--- config.mk ---
export PLATFORM = sky130hd
export DESIGN_NAME = mouse_packet_decoder
export DESIGN_NICKNAME = d
export VERILOG_FILES = /design/src/rtl/mouse_packet_decoder.sv
export SDC_FILE = /design/constraint.sdc
export NUM_CORES = 1
export LEC_CHECK = 0
export CAP_MARGIN = 40
export CORE_ASPECT_RATIO = 1.2
export CORE_MARGIN = 1.5
export CORE_UTILIZATION = 40
export CTS_CLUSTER_SIZE = 40
export DETAILED_ROUTE_END_ITERATION = 7
export HOLD_SLACK_MARGIN = 0.12
export SYNTH_ARGS = -nofsm -noshare
export SYNTH_HDL_FRONTEND = slang
export SYNTH_SLANG_ARGS = --single-unit
--- constraint.sdc ---
create_clock -name CLK -period 3.18 [get_ports CLK]
set_clock_uncertainty 0.1 [all_clocks]
set_input_delay 0.318 -clock CLK [delete_from_list [all_inputs] [get_ports CLK]]
set_output_delay 0.318 -clock CLK [all_outputs]
set_load 0.03 [all_outputs]
--- src/rtl/mouse_packet_decoder.sv ---
// mouse_packet_decoder: assembles 3-byte PS/2 mouse packets into clamped position, deltas and status.
module mouse_packet_decoder #(
  parameter int MAX_X = 160,
  parameter int MAX_Y = 120,
  parameter int TIMEOUT_CYCLES = 200000
) (
  input  logic       CLK,
  input  logic       RESET,
  input  logic       STREAM_EN,
  input  logic [7:0] BYTE_IN,
  input  logic [1:0] BYTE_ERROR_CODE,
  input  logic       BYTE_READY,
  output logic       READ_ENABLE,
  output logic [7:0] MOUSE_STATUS,
  output logic [7:0] MOUSE_X,
  output logic [7:0] MOUSE_Y,
  output logic [8:0] MOUSE_DX,
  output logic [8:0] MOUSE_DY,
  output logic       SEND_INTERRUPT,
  output logic       PACKET_ERROR
);
  typedef enum logic [2:0] {IDLE, WAIT_B0, WAIT_B1, WAIT_B2, UPDATE} state_t;
  localparam int TW = $clog2(TIMEOUT_CYCLES + 1);
  state_t state, state_nx;
  logic [TW-1:0] tmo_cnt;
  logic [7:0] b0, b1, b2, x_new, y_new;
  logic [8:0] dx, dy;
  logic [10:0] x_sum, y_sum;
  logic good, bad, wait_b12, timeout, err;
  assign good = BYTE_READY && BYTE_ERROR_CODE == 2'b00;
  assign bad = BYTE_READY && BYTE_ERROR_CODE != 2'b00;
  assign wait_b12 = state == WAIT_B1 || state == WAIT_B2;
  // A byte arriving on the timeout cycle wins over the timeout.
  assign timeout = wait_b12 && !BYTE_READY && tmo_cnt == TW'(TIMEOUT_CYCLES - 1);
  assign READ_ENABLE = state == WAIT_B0 || wait_b12;
  always_comb begin
    state_nx = state;
    err = 1'b0;
    if (!STREAM_EN) state_nx = IDLE;
    else case (state)
      IDLE: state_nx = WAIT_B0;
      WAIT_B0: begin
        err = bad;
        state_nx = (good && BYTE_IN[3]) ? WAIT_B1 : WAIT_B0;
      end
      WAIT_B1: begin
        err = bad || timeout;
        state_nx = good ? WAIT_B2 : err ? WAIT_B0 : WAIT_B1;
      end
      WAIT_B2: begin
        err = bad || timeout;
        state_nx = good ? UPDATE : err ? WAIT_B0 : WAIT_B2;
      end
      UPDATE: state_nx = WAIT_B0;
      default: state_nx = IDLE;
    endcase
  end
  // Overflow bits saturate the delta to +/-255 in the direction of the sign bit.
  assign dx = b0[6] ? (b0[4] ? 9'h101 : 9'h0FF) : {b0[4], b1};
  assign dy = b0[7] ? (b0[5] ? 9'h101 : 9'h0FF) : {b0[5], b2};
  assign x_sum = {3'b000, MOUSE_X} + {{2{dx[8]}}, dx};
  assign y_sum = {3'b000, MOUSE_Y} - {{2{dy[8]}}, dy};
  assign x_new = x_sum[10] ? 8'd0 : (x_sum > 11'(MAX_X - 1)) ? 8'(MAX_X - 1) : x_sum[7:0];
  assign y_new = y_sum[10] ? 8'd0 : (y_sum > 11'(MAX_Y - 1)) ? 8'(MAX_Y - 1) : y_sum[7:0];
  always_ff @(posedge CLK) begin
    if (RESET) begin
      state <= IDLE;
      tmo_cnt <= '0;
      b0 <= 8'd0;
      b1 <= 8'd0;
      b2 <= 8'd0;
      MOUSE_STATUS <= 8'd0;
      MOUSE_X <= 8'(MAX_X / 2);
      MOUSE_Y <= 8'(MAX_Y / 2);
      MOUSE_DX <= 9'd0;
      MOUSE_DY <= 9'd0;
      SEND_INTERRUPT <= 1'b0;
      PACKET_ERROR <= 1'b0;
    end else begin
      state <= state_nx;
      tmo_cnt <= (wait_b12 && !BYTE_READY && state_nx == state) ? tmo_cnt + 1'b1 : '0;
      PACKET_ERROR <= err;
      SEND_INTERRUPT <= state == UPDATE && STREAM_EN;
      if (state == WAIT_B0 && good && BYTE_IN[3]) b0 <= BYTE_IN;
      if (state == WAIT_B1 && good) b1 <= BYTE_IN;
      if (state == WAIT_B2 && good) b2 <= BYTE_IN;
      if (state == UPDATE && STREAM_EN) begin
        MOUSE_STATUS <= b0;
        MOUSE_DX <= dx;
        MOUSE_DY <= dy;
        MOUSE_X <= x_new;
        MOUSE_Y <= y_new;
      end
    end
  end
endmodule

* Yosys cells after proc, flatten, opt, wreduce, memory -nomap -nowiden
Cells that the tools add are included.
** Operators by class
- Add/subtract/negate cells :: 3
- $mul :: 0
- Equal/unequal tests :: 6
- Reductions and logical operators :: 22
- Multiplexer cells :: 16
- Shift-type cells :: 0
- Divide/modulo/power cells :: 0
- Bitwise gates (word level) :: 2
- $lt $le $gt $ge :: 2
** Operator list (number)
- 9-bit 2-to-1 mux :: 4
- 8-bit 2-to-1 mux :: 4
- 18-bit by 1-bit adder with 18-bit output (second input constant) :: 1
- 18-bit equality test (second input constant) :: 1
- 3-bit case mux with 4 select lines :: 1
- 11-bit by 7-bit > comparator with 1-bit output (second input constant) :: 1
- 11-bit by 8-bit > comparator with 1-bit output (second input constant) :: 1
- 1-bit logical AND :: 11
- 9-bit by 9-bit adder with 10-bit output :: 1
- 9-bit by 9-bit subtractor with 10-bit output :: 1
- 2-bit 2-to-1 mux :: 4
- 2-bit OR reduction :: 4
- 3-bit by 2-bit equality test with 1-bit output (second input constant) :: 2
- 3-bit 2-to-1 mux :: 2
- 3-bit by 1-bit equality test with 1-bit output (second input constant) :: 1
- 3-bit equality test :: 1
- 3-bit equality test (second input constant) :: 1
- 3-bit zero test :: 1
- 1-bit logical OR :: 3
- 2-bit zero test :: 1
- 1-bit inverter :: 2
- 1-bit case mux with 2 select lines :: 1
- 2-bit nonzero test :: 1
- 1-bit zero test :: 1
** Storage, ports and cells
- Memory bits (writable) :: 0
- Memories :: 0
- Bits in registers :: 89
- Bits in read-only memories :: 0
- Word-level logic and storage cells :: 63
- Input bits :: 14
- Latch bits :: 0
- Output and inout bits :: 45

* Longest topological paths before layout
Gate-level depths: netlist of run 1.
- Word-level depth :: 13
- Gate-level depth with buffers :: 13
- Gate-level depth less buffers :: 12

* Worst setup path after synthesis of run 1
No wires, ideal clock.
- Path kind :: register to register
- Start point :: register b0[7]
- End point :: register MOUSE_Y[1]
- Cell stages (with the launch flop) :: 14
- Path buffers :: 4
- Setup time :: 88 ps
- Arrival time :: 2990 ps
- Data required time :: 2992 ps
- Path slack :: 2 ps
- Clock period less this slack :: 3178 ps
- Path through :: dfxtp_1 buf_6 nor2b_4 buf_6 clkbuf_1 a21oi_1 ha_1 clkbuf_1 or4b_1 a22oi_1 o22ai_1 a211o_1 a21boi_1 a311oi_2
** On the way
- Word-level cells in the longest chain between the ends :: 5
** Ends and longest elaborated chain
- start: declaration :: line 26 : logic [7:0] b0, b1, b2, x_new, y_new;
- start signal: assignment :: line 69 : b0 <= 8'd0;
- start signal: assignment :: line 84 : if (state == WAIT_B0 && good && BYTE_IN[3]) b0 <= BYTE_IN;
- 9-bit 2-to-1 mux (*) :: line 60 : assign dy = b0[7] ? (b0[5] ? 9'h101 : 9'h0FF) : {b0[5], b2};
- 9-bit by 9-bit subtractor with 10-bit output (*) :: line 62 : assign y_sum = {3'b000, MOUSE_Y} - {{2{dy[8]}}, dy};
- 11-bit by 7-bit > comparator with 1-bit output :: line 64 : assign y_new = y_sum[10] ? 8'd0 : (y_sum > 11'(MAX_Y - 1)) ? 8'(MAX_Y - 1) : y_sum[7:0];
- 8-bit 2-to-1 mux :: line 64
- 8-bit 2-to-1 mux (*) :: line 64
- end signal: assignment :: line 74 : MOUSE_Y <= 8'(MAX_Y / 2);
- end signal: assignment :: line 92 : MOUSE_Y <= y_new;
- end: declaration :: line 16 : output logic [7:0] MOUSE_Y,
Mark *: on every way between the ends. The rest lies on a longest branch, timed or not.
A chain may end at the register's enable or synchronous reset.

* Final worst setup path of run 1
Ends and elaborated chain as after synthesis.

==> flow_metrics.env, run 1 <==
export IMPL_status="complete, no violations"
export IMPL_die_area_mm2=0.01210
export IMPL_dp_final_hpwl_um=8845
export IMPL_cts_hold_buf=0
export IMPL_synth_cell_types=67
export IMPL_crit_path_max_fanout=20
export IMPL_initial_core_util_pct=41.30
export IMPL_slew_violations=0
export IMPL_antenna_found_initial=0
export IMPL_yosys_most_used_dff="dfxtp_1"
export IMPL_gp_congestion=0.8934
export IMPL_grt_start_max_net_pins=60
export IMPL_rows=42
export IMPL_criticalPathCategory="flip-flop to flip-flop"
export IMPL_synth_area_mm2=0.004579
export IMPL_avgRoutedWirePerCell_um=15.88
export IMPL_die_y_um=120.2
export IMPL_first_global_vias=3957
export IMPL_async_reset_ff_share_pct=0
export IMPL_cell_internal_pwr_uw=1673
export IMPL_final_common_cell="dfxtp_1"
export IMPL_io_buffers=58
export IMPL_ys_ff_latch=87
export IMPL_setup_viol=0
export IMPL_timing_fmax_mhz=332.6
export IMPL_layout_common_cells="dfxtp_1, nor2_1, clkdlybuf4s50_1"
export IMPL_track_usage_pct=20.82
export IMPL_end_kind="flip-flop"
export IMPL_tightestPinTransition_ns=0.7350
export IMPL_cp_start_kind="flip-flop"
export IMPL_wirelength_um=11990
export IMPL_grt_pass1_wl_um=19580
export IMPL_route_vias_total=4030
export IMPL_slew_headroom_pct=50.86
export IMPL_seqPwrFrac_pct=50.1
export IMPL_power_density_mw_per_mm2=388.1
export IMPL_p_comb_share_pct=3.3
export IMPL_switching_share_pct=23.30
export IMPL_grt_overflow_total=0
export IMPL_arrival_ns=3.16
export IMPL_final_layout_size_suffix_gt1_share_pct=6.822
export IMPL_min_period_over_period_pct=94.56
export IMPL_dr_pass1_iters=4
export IMPL_synth_nets=573
export IMPL_drc_errors=0
export IMPL_core_area_mm2=0.01109
export IMPL_final_util_pct=50.70
export IMPL_hold_viol_final=0
export IMPL_yosysSeqAreaShare_pct=38.03
export IMPL_period_needed_ns=3.007
export IMPL_max_cap_violations=0
export IMPL_cts_num_sinks=87
export IMPL_insertion_delay_ns=0.34
export IMPL_antenna_left=0
export IMPL_rrSetupSlack_ns=0.17
export IMPL_clockRootBuffer="clkbuf_16"
export IMPL_io_pins=59
export IMPL_timing_hold_ws_ns=0.3520
export IMPL_h_tree_depth=3
export IMPL_p_clk_share_pct=46.6
export IMPL_synth_edff_count=0
export IMPL_drt_iter0_markers=232
export IMPL_vias_per_cell=5.338
export IMPL_clk_pin_slew_ns=0.07
export IMPL_syn_to_final_growth_pct=22.76
export IMPL_cts_tree="built"
export IMPL_antenna_cells=0
export IMPL_nets=626
export IMPL_rsz0062_at_grt="yes"
export IMPL_yosysWarnings=0
export IMPL_irDropWorstVdd_mv=0.2204
export IMPL_required_ns=3.34
export IMPL_leakagePower_uw=0.002259
export IMPL_cts_buffers=9
export IMPL_p_switching_uw=508.4
export IMPL_syn_avg_cell_area_um2=8.434
export IMPL_hp_class="flip-flop to flip-flop"
export IMPL_synthCells=543
export IMPL_cts_buffer_depth=2
export IMPL_die_x_um=100.7
## timing repair
item | in CTS | in global routing
gates resized for setup | 0 | 2
buffers inserted | 0 | 0
endpoints found under the setup margin | 0 | 8
## sequential cells by signal, indices dropped and copies added, names as in the netlist
| register | count |
|---|---|
| tmo_cnt | 18 |
| MOUSE_DX | 8 |
| MOUSE_DY | 8 |
| MOUSE_STATUS | 8 |
| MOUSE_X | 8 |
| MOUSE_Y | 8 |
| b0 | 8 |
| b1 | 8 |
| b2 | 8 |
| state | 3 |
| PACKET_ERROR | 1 |
| SEND_INTERRUPT | 1 |
## routing by layer
| layer | global-route usage, % | up-vias | part of all wire, % |
|---|---|---|---|
| met2 | 36.70 | 82 | 53 |
| li1 | - | 2026 | - |
| met1 | 24.34 | 1901 | 42 |
| met3 | 3.295 | 21 | 2.5 |
| met5 | 0 | - | 0 |
| met4 | 9.947 | 0 | 2.4 |
## through the flow
step / cells / area (µm²) / total power (µW) / setup WS (ns) / TNS [ns]
floorplan: 543 / 4579 / 1153 / 0.001796 / 0
global placement: 739 / 5328 / 1190 / 0.1661 / 0
detailed placement: 739 / 5328 / 1190 / 0.09111 / 0
CTS: 755 / 5613 / 2208 / 0.07778 / 0
global route: 755 / 5622 / 2255 / -0.0002387 / -0.0002387
finish: 755 / 5622 / 2182 / 0.1730 / 0
## power groups by stage
stage	Clock (µW)	Combinational (µW)	Sequential (µW)
floorplan	0	35.8	1120
global placement	0	72.2	1120
detailed placement	0	72.5	1120
CTS	1040	73.0	1090
global route	1080	78.6	1090
finish	1020	72.8	1090
## worst max-delay path, cell delays in order, from the launching register on
cell	delay (ns)
dfxtp_1	0.48
nor2b_4	0.20
buf_4	0.23
a21oi_1	0.09
ha_1	0.29
or4b_1	0.44
a22oi_1	0.21
o22ai_1	0.09
a211o_1	0.38
a21boi_1	0.18
a311oi_2	0.24
## synth_stat cells (all sizes together), types with 6 or more instances
library cell	count	area (µm²)
and3	6	37.54
dfxtp	87	1742
nor3	14	81.33
clkbuf	22	82.58
buf	8	55.05
nand3	15	75.07
nor2b	13	88.83
nand2b	8	50.05
xor2	16	140.1
mux2i	32	320.3
a21o	12	90.09
ha	14	175.2
xnor2	12	105.1
o21ai	17	85.08
inv	15	56.30
nor2	80	300.3
a21oi	35	175.2
nand2	45	168.9
o21a	9	67.56
a211oi	8	60.06
## worst paths after layout
| path | start | end | depth (start not counted) |
|---|---|---|---|
| min reg2reg | b0[3] | b0[3] | 2 |
| min | b0[3] | b0[3] | 2 |
| max reg2reg | b0[7] | MOUSE_Y[1] | 10 |
| max | b0[7] | MOUSE_Y[1] | 10 |
## final cells by class
cell class | instances | area [µm²]
clock inverter | 6 | 46.29
inverter | 15 | 56.30
timing repair buffer | 72 | 693.2
multi-input combinational | 411 | 2653
sequential | 87 | 1742
tap | 154 | 192.7
clock buffer | 10 | 239.0
fill | 1058 | 5466
## cells by family (layout without fill, tap and decap cells)
logic type               Yosys count  in the layout  share of synthesized area, %
adder cells (fa/ha/maj)           16             16                         4.700
XOR/XNOR                          28             28                         5.355
flip-flops                        87             87                         38.03
AND/OR/NAND/NOR                  214            214                         22.87
AO/OA/AOI/OAI                    121            121                         17.81
buffers and inverters             45            103                         4.235
multiplexers                      32             32                         6.995
No activity file was read; power rests on OpenSTA's default activity.
==> run 2, diff against run 1 <==
--- a/config.mk
+++ b/config.mk
@@ -11,7 +11,9 @@
 export CORE_UTILIZATION = 40
 export CTS_CLUSTER_SIZE = 40
 export DETAILED_ROUTE_END_ITERATION = 7
+export GPL_TIMING_DRIVEN = 0
 export HOLD_SLACK_MARGIN = 0.12
+export RECOVER_POWER = 50
 export SYNTH_ARGS = -nofsm -noshare
 export SYNTH_HDL_FRONTEND = slang
 export SYNTH_SLANG_ARGS = --single-unit
==> run 2 against run 1 <==
  * Via count grew 3.7%
  * Register-to-register slack lost 0.05 ns
  * Worst setup slack got worse by 0.047 ns
  * Utilization rose by 2.3 points
  * Clock-buffer cell count grew 1
  * First-iteration DRC count down 20%
  * Clock power increased by 11%
  * Total power up 5.6%
  * Critical path type unchanged
  * Largest power group is now clock
==> flow_metrics.env, run 2 (synthesis gave the netlist of run 1 again) <==
export IMPL_core_area_mm2=0.01109
export IMPL_antenna_found_initial=0
export IMPL_status="complete, no violations"
export IMPL_max_cap_violations=0
export IMPL_power_uw=2303
export IMPL_hp_class="flip-flop to flip-flop"
export IMPL_grt_overflow_total=0
export IMPL_antenna_cells=0
export IMPL_cts_num_sinks=87
export IMPL_final_common_cell="dfxtp_1"
export IMPL_initial_core_util_pct=41.30
export IMPL_regArea_mm2=0.001744
export IMPL_clockRootBuffer="clkbuf_16"
export IMPL_slew_violations=0
export IMPL_setup_viol=0
export IMPL_die_y_um=120.2
export IMPL_cell_internal_pwr_uw=1813
export IMPL_path_delay_family="compound AO/OA/AOI/OAI gates"
export IMPL_criticalPathCategory="flip-flop to flip-flop"
export IMPL_dp_final_hpwl_um=9391
export IMPL_required_ns=3.34
export IMPL_track_usage_pct=21.64
export IMPL_antenna_left=0
export IMPL_crit_top_cell="buf_6"
export IMPL_final_layout_size_suffix_gt1_share_pct=9.585
export IMPL_layout_common_cells="dfxtp_1, nor2_1, nand2_1, dlygate4sd3_1"
export IMPL_cp_start_kind="flip-flop"
export IMPL_switching_share_pct=21.26
export IMPL_cts_buffers=9
export IMPL_cpPeakStageDelay_ns=0.44
export IMPL_drt_iter0_markers=185
export IMPL_irDropWorstVdd_mv=0.2391
export IMPL_rrSetupSlack_ns=0.13
export IMPL_grt_start_max_net_pins=15
export IMPL_vias_per_cell=5.359
export IMPL_syn_to_final_growth_pct=28.42
export IMPL_cts_hold_buf=0
export IMPL_first_global_vias=4066
export IMPL_die_x_um=100.7
export IMPL_avgRoutedWirePerCell_um=16.14
export IMPL_cp_buffers_inverters=3
export IMPL_critPathSlowestCell="or4b_1"
export IMPL_nets=651
export IMPL_grt_pass1_wl_um=20340
export IMPL_cts_tree="built"
export IMPL_slew_headroom_pct=55.02
export IMPL_wirelength_um=12590
export IMPL_period_needed_ns=3.054
export IMPL_end_kind="flip-flop"
export IMPL_die_area_mm2=0.01210
export IMPL_route_vias_total=4180
export IMPL_rows=42
export IMPL_io_pins=59
export IMPL_insertion_delay_ns=0.34
export IMPL_arrival_ns=3.21
export IMPL_p_comb_share_pct=3.5
export IMPL_rsz0062_at_grt="no"
export IMPL_io_buffers=58
export IMPL_worstPathCellList="buf_6, nor2b_4, buf_6, clkbuf_8, a21oi_2, ha_4, or4b_1, a22oi_1, o22ai_1, a211o_1, a21boi_1, a311oi_2"
export IMPL_fill_cells=1041
export IMPL_p_switching_uw=489.5
export IMPL_leakagePower_uw=0.002447
export IMPL_min_period_over_period_pct=96.04
export IMPL_hold_viol_final=0
export IMPL_h_tree_depth=3
export IMPL_drc_errors=0
export IMPL_multi_input_area_mm2=0.002769
export IMPL_dr_pass1_iters=5
export IMPL_crit_path_max_fanout=10
export IMPL_pre_cts_slack_ns=-0.6540
export IMPL_seqPwrFrac_pct=47.5
export IMPL_largest_reg_flops=18
export IMPL_cts_buffer_depth=2
export IMPL_tightestPinTransition_ns=0.6653
export IMPL_timing_fmax_mhz=327.4
export IMPL_final_setup_worst_slack_ns=0.1260
export IMPL_gp_congestion=0.8564
export IMPL_clk_pin_slew_ns=0.07
export IMPL_power_density_mw_per_mm2=391.6
export IMPL_p_clk_share_pct=49.1
export IMPL_top_register="tmo_cnt"
==> run 2: worst reg2reg max path, stage by stage, from the launching register on <==
cell and delay, ns:
dfxtp_2 0.33, buf_6 0.12, nor2b_4 0.19, buf_6 0.12, clkbuf_8 0.16, a21oi_2 0.07, ha_4 0.33, or4b_1 0.44
a22oi_1 0.20, o22ai_1 0.10, a211o_1 0.38, a21boi_1 0.18, a311oi_2 0.25
==> run 2: worst paths after layout <==
kind	start	endpoint	cells after the start
worst max-delay path	b0[7]	MOUSE_Y[1]	12
worst min-delay path	MOUSE_DX[7]	MOUSE_DX[7]	2
worst max register to register	b0[7]	MOUSE_Y[1]	12
worst min register to register	MOUSE_DX[7]	MOUSE_DX[7]	2
==> run 2: power groups by stage <==
| stage | registers [µW] | logic, µW | clock network (µW) |
|---|---|---|---|
| floorplan | 1120 | 35.8 | 0 |
| global placement | 1120 | 74.7 | 0 |
| detailed placement | 1120 | 75.3 | 0 |
| CTS | 1090 | 76.9 | 1140 |
| global route | 1090 | 85.6 | 1190 |
| finish | 1090 | 79.5 | 1130 |
==> run 2: metrics by stage <==
stage	utilization (%)	hold WS (ns)	setup TNS, ns	cells	instance area, µm²
floorplan	-	0.3258	0	543	4579
global placement	48.27	0.3378	-4.765	755	5353
detailed placement	48.27	0.3487	-5.367	755	5353
CTS	51.90	0.3569	0	772	5754
global route	53.04	0.3858	0	780	5881
finish	53.04	0.3538	0	780	5881
==> run 2: final cells by class <==
cell class	count	share of cell area, %
Tap cell	154	3.277
Clock buffer	11	3.957
Clock inverter	5	1.383
Timing Repair Buffer	69	11.28
Inverter	15	0.9574
Multi-Input combinational cell	411	47.09
Sequential cell	87	29.66
Buffer	28	2.404
==> run 2: repair_timing <==
item	4_1_cts	5_1_grt
setup endpoints to repair	15	15
setup buffers	3	8
pin swaps	3	13
resized for setup	17	14
==> run 2: routing by layer <==
layer | up-vias | global-route usage (%) | wire length (µm) | part of all wire [%]
li1 | 2081 | - | - | -
met1 | 2005 | 25.74 | 5423 | 43
met2 | 76 | 38.68 | 6525 | 52
met3 | 18 | 3.757 | 399 | 3.2
met4 | 0 | 7.658 | 237 | 1.9
met5 | - | 0 | 0 | 0
==> run 3, diff against run 2 <==
--- a/config.mk
+++ b/config.mk
@@ -5,6 +5,7 @@
 export SDC_FILE = /design/constraint.sdc
 export NUM_CORES = 1
 export LEC_CHECK = 0
+export ABC_AREA = 1
 export CAP_MARGIN = 40
 export CORE_ASPECT_RATIO = 1.2
 export CORE_MARGIN = 1.5
@@ -14,6 +15,7 @@
 export GPL_TIMING_DRIVEN = 0
 export HOLD_SLACK_MARGIN = 0.12
 export RECOVER_POWER = 50
+export SLEW_MARGIN = 25
 export SYNTH_ARGS = -nofsm -noshare
 export SYNTH_HDL_FRONTEND = slang
 export SYNTH_SLANG_ARGS = --single-unit
==> run 3 against run 2 <==
  * Sequential share of layout area grew 2.8 points
  * Critical path type unchanged
  * Largest cell class unchanged
  * Global-route usage shrank 0.61 points
  * Critical endpoint is now MOUSE_X[4]
  * Sequential power is essentially flat
==> flow_metrics.env, run 3 <==
export IMPL_status="complete, no violations"
export IMPL_initial_core_util_pct=41.25
export IMPL_period_needed_ns=2.716
export IMPL_slew_violations=0
export IMPL_hp_class="flip-flop to flip-flop"
export IMPL_syn_avg_cell_area_um2=6.886
export IMPL_final_util_pct=51.09
export IMPL_irDropWorstVdd_mv=0.2382
export IMPL_die_area_mm2=0.01148
export IMPL_hold_viol_final=0
export IMPL_dr_pass1_iters=4
export IMPL_first_global_vias=3966
export IMPL_syn_to_final_growth_pct=23.85
export IMPL_largest_reg_flops=18
export IMPL_wirelength_um=11470
export IMPL_antenna_found_initial=0
export IMPL_yosys_area_top_type="dfxtp_1"
export IMPL_final_common_cell="nand2_1"
export IMPL_slew_headroom_pct=57.77
export IMPL_yosysMostFrequentCell="nand2_1"
export IMPL_post_cts_buffers=0
export IMPL_rows=41
export IMPL_core_area_mm2=0.01052
export IMPL_h_tree_depth=3
export IMPL_tightestPinTransition_ns=0.6335
export IMPL_die_y_um=117.1
export IMPL_rsz0062_at_grt="no"
export IMPL_final_cells=833
export IMPL_insertion_delay_ns=0.34
export IMPL_cts_tree="built"
export IMPL_gp_congestion=0.9413
export IMPL_dp_final_hpwl_um=8789
export IMPL_synth_area_leaders="dfxtp_1, nand2_1, nor2_1, o21ai_0, nand3_1"
export IMPL_power_density_mw_per_mm2=415.0
export IMPL_die_x_um=98.07
export IMPL_fill_cells=1058
export IMPL_track_usage_pct=21.03
export IMPL_io_buffers=58
export IMPL_synthCells=630
export IMPL_synth_edff_count=0
export IMPL_fin_tns_setup_ns=0
export IMPL_grt_pass1_wl_um=19190
export IMPL_vias_per_cell=5.044
export IMPL_synth_simple_gate_area_share_pct=32.28
export IMPL_arrival_ns=2.85
export IMPL_leakagePower_uw=0.002363
export IMPL_drc_errors=0
export IMPL_cp_start_kind="flip-flop"
export IMPL_criticalPathCategory="flip-flop to flip-flop"
export IMPL_synthXorXnorAreaFrac_pct=2.423
export IMPL_synth_area_mm2=0.004338
export IMPL_ys_ff_latch=87
export IMPL_synth_top_family_by_area="simple AND/OR/NAND/NOR gates"
export IMPL_layout_common_cells="nand2_1, nor2_1, dfxtp_1"
export IMPL_dp_cells=817
export IMPL_yosysSeqAreaShare_pct=40.15
export IMPL_io_pins=59
export IMPL_synth_cell_types=33
export IMPL_max_cap_violations=0
export IMPL_crit_path_max_fanout=10
export IMPL_yosys_most_used_dff="dfxtp_1"
export IMPL_cts_buffer_depth=2
export IMPL_grt_overflow_total=0
export IMPL_yosysWarnings=0
export IMPL_end_kind="flip-flop"
export IMPL_power_uw=2230
export IMPL_synth_nets=660
export IMPL_postLayoutCellArea_mm2=0.005373
export IMPL_antenna_cells=0
export IMPL_place_area_mm2=0.005080
export IMPL_synthMuxAreaShare_pct=0
export IMPL_avgRoutedWirePerCell_um=13.77
export IMPL_min_period_over_period_pct=85.41
export IMPL_drt_iter0_markers=194
export IMPL_async_reset_ff_share_pct=0
export IMPL_synth_compound_area_share_pct=12.72
export IMPL_setup_viol=0
export IMPL_top_register="tmo_cnt"
export IMPL_clockRootBuffer="clkbuf_16"
export IMPL_required_ns=3.31
export IMPL_grt_start_max_net_pins=14
export IMPL_synth_commonest_cells="nand2_1, nor2_1, dfxtp_1"
export IMPL_cts_buffers=9
export IMPL_clk_pin_slew_ns=0.06
export IMPL_nets=729
export IMPL_antenna_left=0
export IMPL_synth_adder_area_share_pct=4.961
export IMPL_final_layout_size_suffix_gt1_share_pct=5.682
export IMPL_route_vias_total=4202
export IMPL_cts_num_sinks=87
export IMPL_timing_fmax_mhz=368.2
export IMPL_post_synth_top_area_fraction_pct=40.15
-- run 3: cell types whose count changed in the layout (fill, tap and decap cells not counted), moves of 8 or more --
cell     delta
nand2_1    +78
o21a_1      -9
a21o_1     -12
buf_4      -10
a21oi_1     +8
nor2_1     +34
inv_1      +45
xnor2_1     -8
mux2i_1    -32
nand3_1    +31
nor2b_1    -11
o21ai_0    +42
-- run 3: cell families (layout without fill, tap and decap cells) --
kind of cell / after synthesis / in the layout
DFF: 87 / 87
adders and majority gates: 16 / 16
and+or+nand+nor: 325 / 325
xor gates and xnor gates: 12 / 12
AOI/OAI and AO/OA: 107 / 107
buffers and inverters: 83 / 157
-- run 3: area by class of cell --
class / instances / area [µm²] / share of cell area, %
clock buffers: 12 / 246.5 / 4.588
inverters: 63 / 236.5 / 4.401
repair buffers: 58 / 580.6 / 10.81
well taps: 129 / 161.4 / 3.004
multi-input cells: 460 / 2272 / 42.29
clock inverters: 4 / 45.04 / 0.8384
plain buffers: 20 / 88.84 / 1.653
flip-flops and latches: 87 / 1742 / 32.42
-- run 3: what timing repair did --
action | 4_1_cts | 5_1_grt
hold buffers | 0 | 0
gates resized for setup | 0 | 4
endpoints found under the setup margin | 0 | 8
-- run 3: final timing paths --
path	startpoint	to	slack (ns)	cells past startpoint
max	b0[6]	MOUSE_X[4]	0.46	16
min	MOUSE_Y[7]	MOUSE_Y[7]	0.37	2
max reg2reg	b0[6]	MOUSE_X[4]	0.46	16
min reg2reg	MOUSE_Y[7]	MOUSE_Y[7]	0.37	2
-- run 3: where the power goes --
part | total [µW] | internal (µW) | leakage [µW] | switching [µW]
clock | 1040 | 627 | 0.000146 | 417
sequential | 1090 | 1090 | 0.000701 | 1.81
combinational | 91.9 | 35.1 | 0.00152 | 56.8
total | 2230 | 1750 | 0.00236 | 476
-- run 3: worst max-delay path: stages, from the launching register on --
cell	delay, ns
dfxtp_1	0.31
clkbuf_2	0.18
or2_2	0.36
ha_1	0.20
inv_1	0.09
fa_1	0.25
nand3b_1	0.12
nand2_1	0.09
nand4_1	0.09
nand3_1	0.09
xor2_1	0.16
nor2_2	0.24
nand2_1	0.09
inv_1	0.10
nand2_1	0.06
nand2_1	0.06
nand2_1	0.05
-- run 3: metal layers --
metal / track usage [%] / up-vias / routed length (µm) / part of all wire, %
met4: 7.714 / 0 / 153 / 1.3
li1: - / 2187 / - / -
met3: 2.850 / 12 / 523 / 4.6
met1: 27.19 / 1916 / 5264 / 46
met5: 0 / - / 0 / 0
met2: 36.14 / 87 / 5532 / 48
-- run 3: stage by stage --
step           setup WS, ns  hold slack (ns)
2_1_floorplan        0.6701           0.3349
3_3_place_gp         0.1721           0.3467
3_5_place_dp         0.1879           0.3590
4_1_cts              0.1838           0.3712
5_1_grt              0.1823           0.3873
6_report             0.4640           0.3682
==> RTL edit: new RTL, config.mk and constraints of run 1 <==
Encoding of `state_t`: now Gray code (3 bits for 5 states).
--- a/src/rtl/mouse_packet_decoder.sv
+++ b/src/rtl/mouse_packet_decoder.sv
@@ -19,7 +19,7 @@
   output logic       SEND_INTERRUPT,
   output logic       PACKET_ERROR
 );
-  typedef enum logic [2:0] {IDLE, WAIT_B0, WAIT_B1, WAIT_B2, UPDATE} state_t;
+  typedef enum logic [2:0] {IDLE = 3'b000, WAIT_B0 = 3'b001, WAIT_B1 = 3'b011, WAIT_B2 = 3'b010, UPDATE = 3'b110} state_t;
   localparam int TW = $clog2(TIMEOUT_CYCLES + 1);
   state_t state, state_nx;
   logic [TW-1:0] tmo_cnt;
Behaviour: same outputs for any inputs over 10 cycles, from zero or initial values and one cycle with RESET high; not proved beyond that.
==> RTL edit against run 1 <==
Sequential share of layout area grew 0.21 points; worst setup slack gained 0.10 ns; sequential cell count is the same; area after synthesis shrank 0.96%; critical path depth is the same; total power grew 7.6%; count of clock-buffer cells in the layout grew 1; first-iteration DRC count shrank 28%; routed wire length shrank 3.0%; final area shrank 0.67%; critical path type unchanged; fmax grew 3.5%; cell count shrank 3.7%; non-clock buffer count is the same.
==> RTL edit: results <==
[final_layout]
drive_gt1_share_pct = 7.73
nonClkBufAreaFrac_pct = 12.2
multi_input_area_share_pct = 46.6
multi_input_cells = 401
num-nonclk-buffers = 72
n_fill_cell = 1072
clockNetworkAreaShare_pct = 5.80
nets = 620
clkbuf_count = 11
nNonClkInverters = 19

[global_routing]
grt_use_total_pct = 20.4
grt_pass1_vias = 3930
grt_max_degree = 57
grt.met2_usage_pct = 35.9
grt_pass1_wl_mm = 19.3
groute.layer.met1.usage_pct = 24.3
grtUsageMet3_pct = 3.73

[synth]
synth_adder_area_share_pct = 4.74
syn-num-nets = 564
ys_types = 69
synth_seq_area_share_pct = 38.4
yosys-mux-area-fraction_pct = 6.40
synth_xor_area_share_pct = 6.10
yosysWarnings = 0
synth_area_leaders = "dfxtp_1 38%, nor2_1 6.8%, mux2i_1 6.4%"
synth_compound_area_share_pct = 17.1
synth_top_cells_by_count = "87 x dfxtp_1, 82 x nor2_1, 45 x nand2_1"

[setup_path]
cpPeakStageDelay_ns = 0.40
startpoint = "b0[7]"
crit_arrival_ns = 3.05
r2r_slack_ns = 0.27
crit_fanout = 5

[detailed_routing]
route.met2.wl_mm = 5.94
drt-initial-drc-count = 166
num_vias = 3965
wl_met1_mm = 4.99
drt_wl_total_mm = 11.6

[sta]
worstMarginPinSlew_ns = 0.591

[placement]
hpwlAfterDp_mm = 8.59
gp_congestion = 0.874

[power_and_ir_drop]
peakVddDrop_mv = 0.250
p_leak_nw = 2.22

[clocking]
postCtsSetupBuffers = 0

[min_path]
hold_path_class = "reg -> reg"

[status]
status = "finished clean"
## RTL edit: cell count changes after synthesis, sizes merged, moves of 5 or more
cell | before | now
a21o | 12 | 7
clkbuf | 22 | 17
nand3 | 15 | 10
o21a | 9 | 3
## RTL edit: metrics by stage
step           hold WS [ns]  power (W)  instances  area [um^2]  worst slack (ns)
6_report              0.354    0.00235        727         5580             0.275
4_1_cts               0.351    0.00237        727         5580            0.0681
3_5_place_dp          0.345    0.00122        711         5250            0.0885
3_3_place_gp          0.339    0.00122        711         5250             0.152
5_1_grt               0.372    0.00242        727         5580            0.0169
2_1_floorplan         0.326    0.00117        534         4540             0.351
## RTL edit: power breakdown
part / total (W) / internal [W] / switching, W / leakage [nW]
Clock: 0.00115 / 0.000710 / 0.000441 / 0.156
Combinational: 0.0000953 / 0.0000387 / 0.0000566 / 1.36
Sequential: 0.00110 / 0.00109 / 0.00000720 / 0.701
Total: 0.00235 / 0.00184 / 0.000505 / 2.22
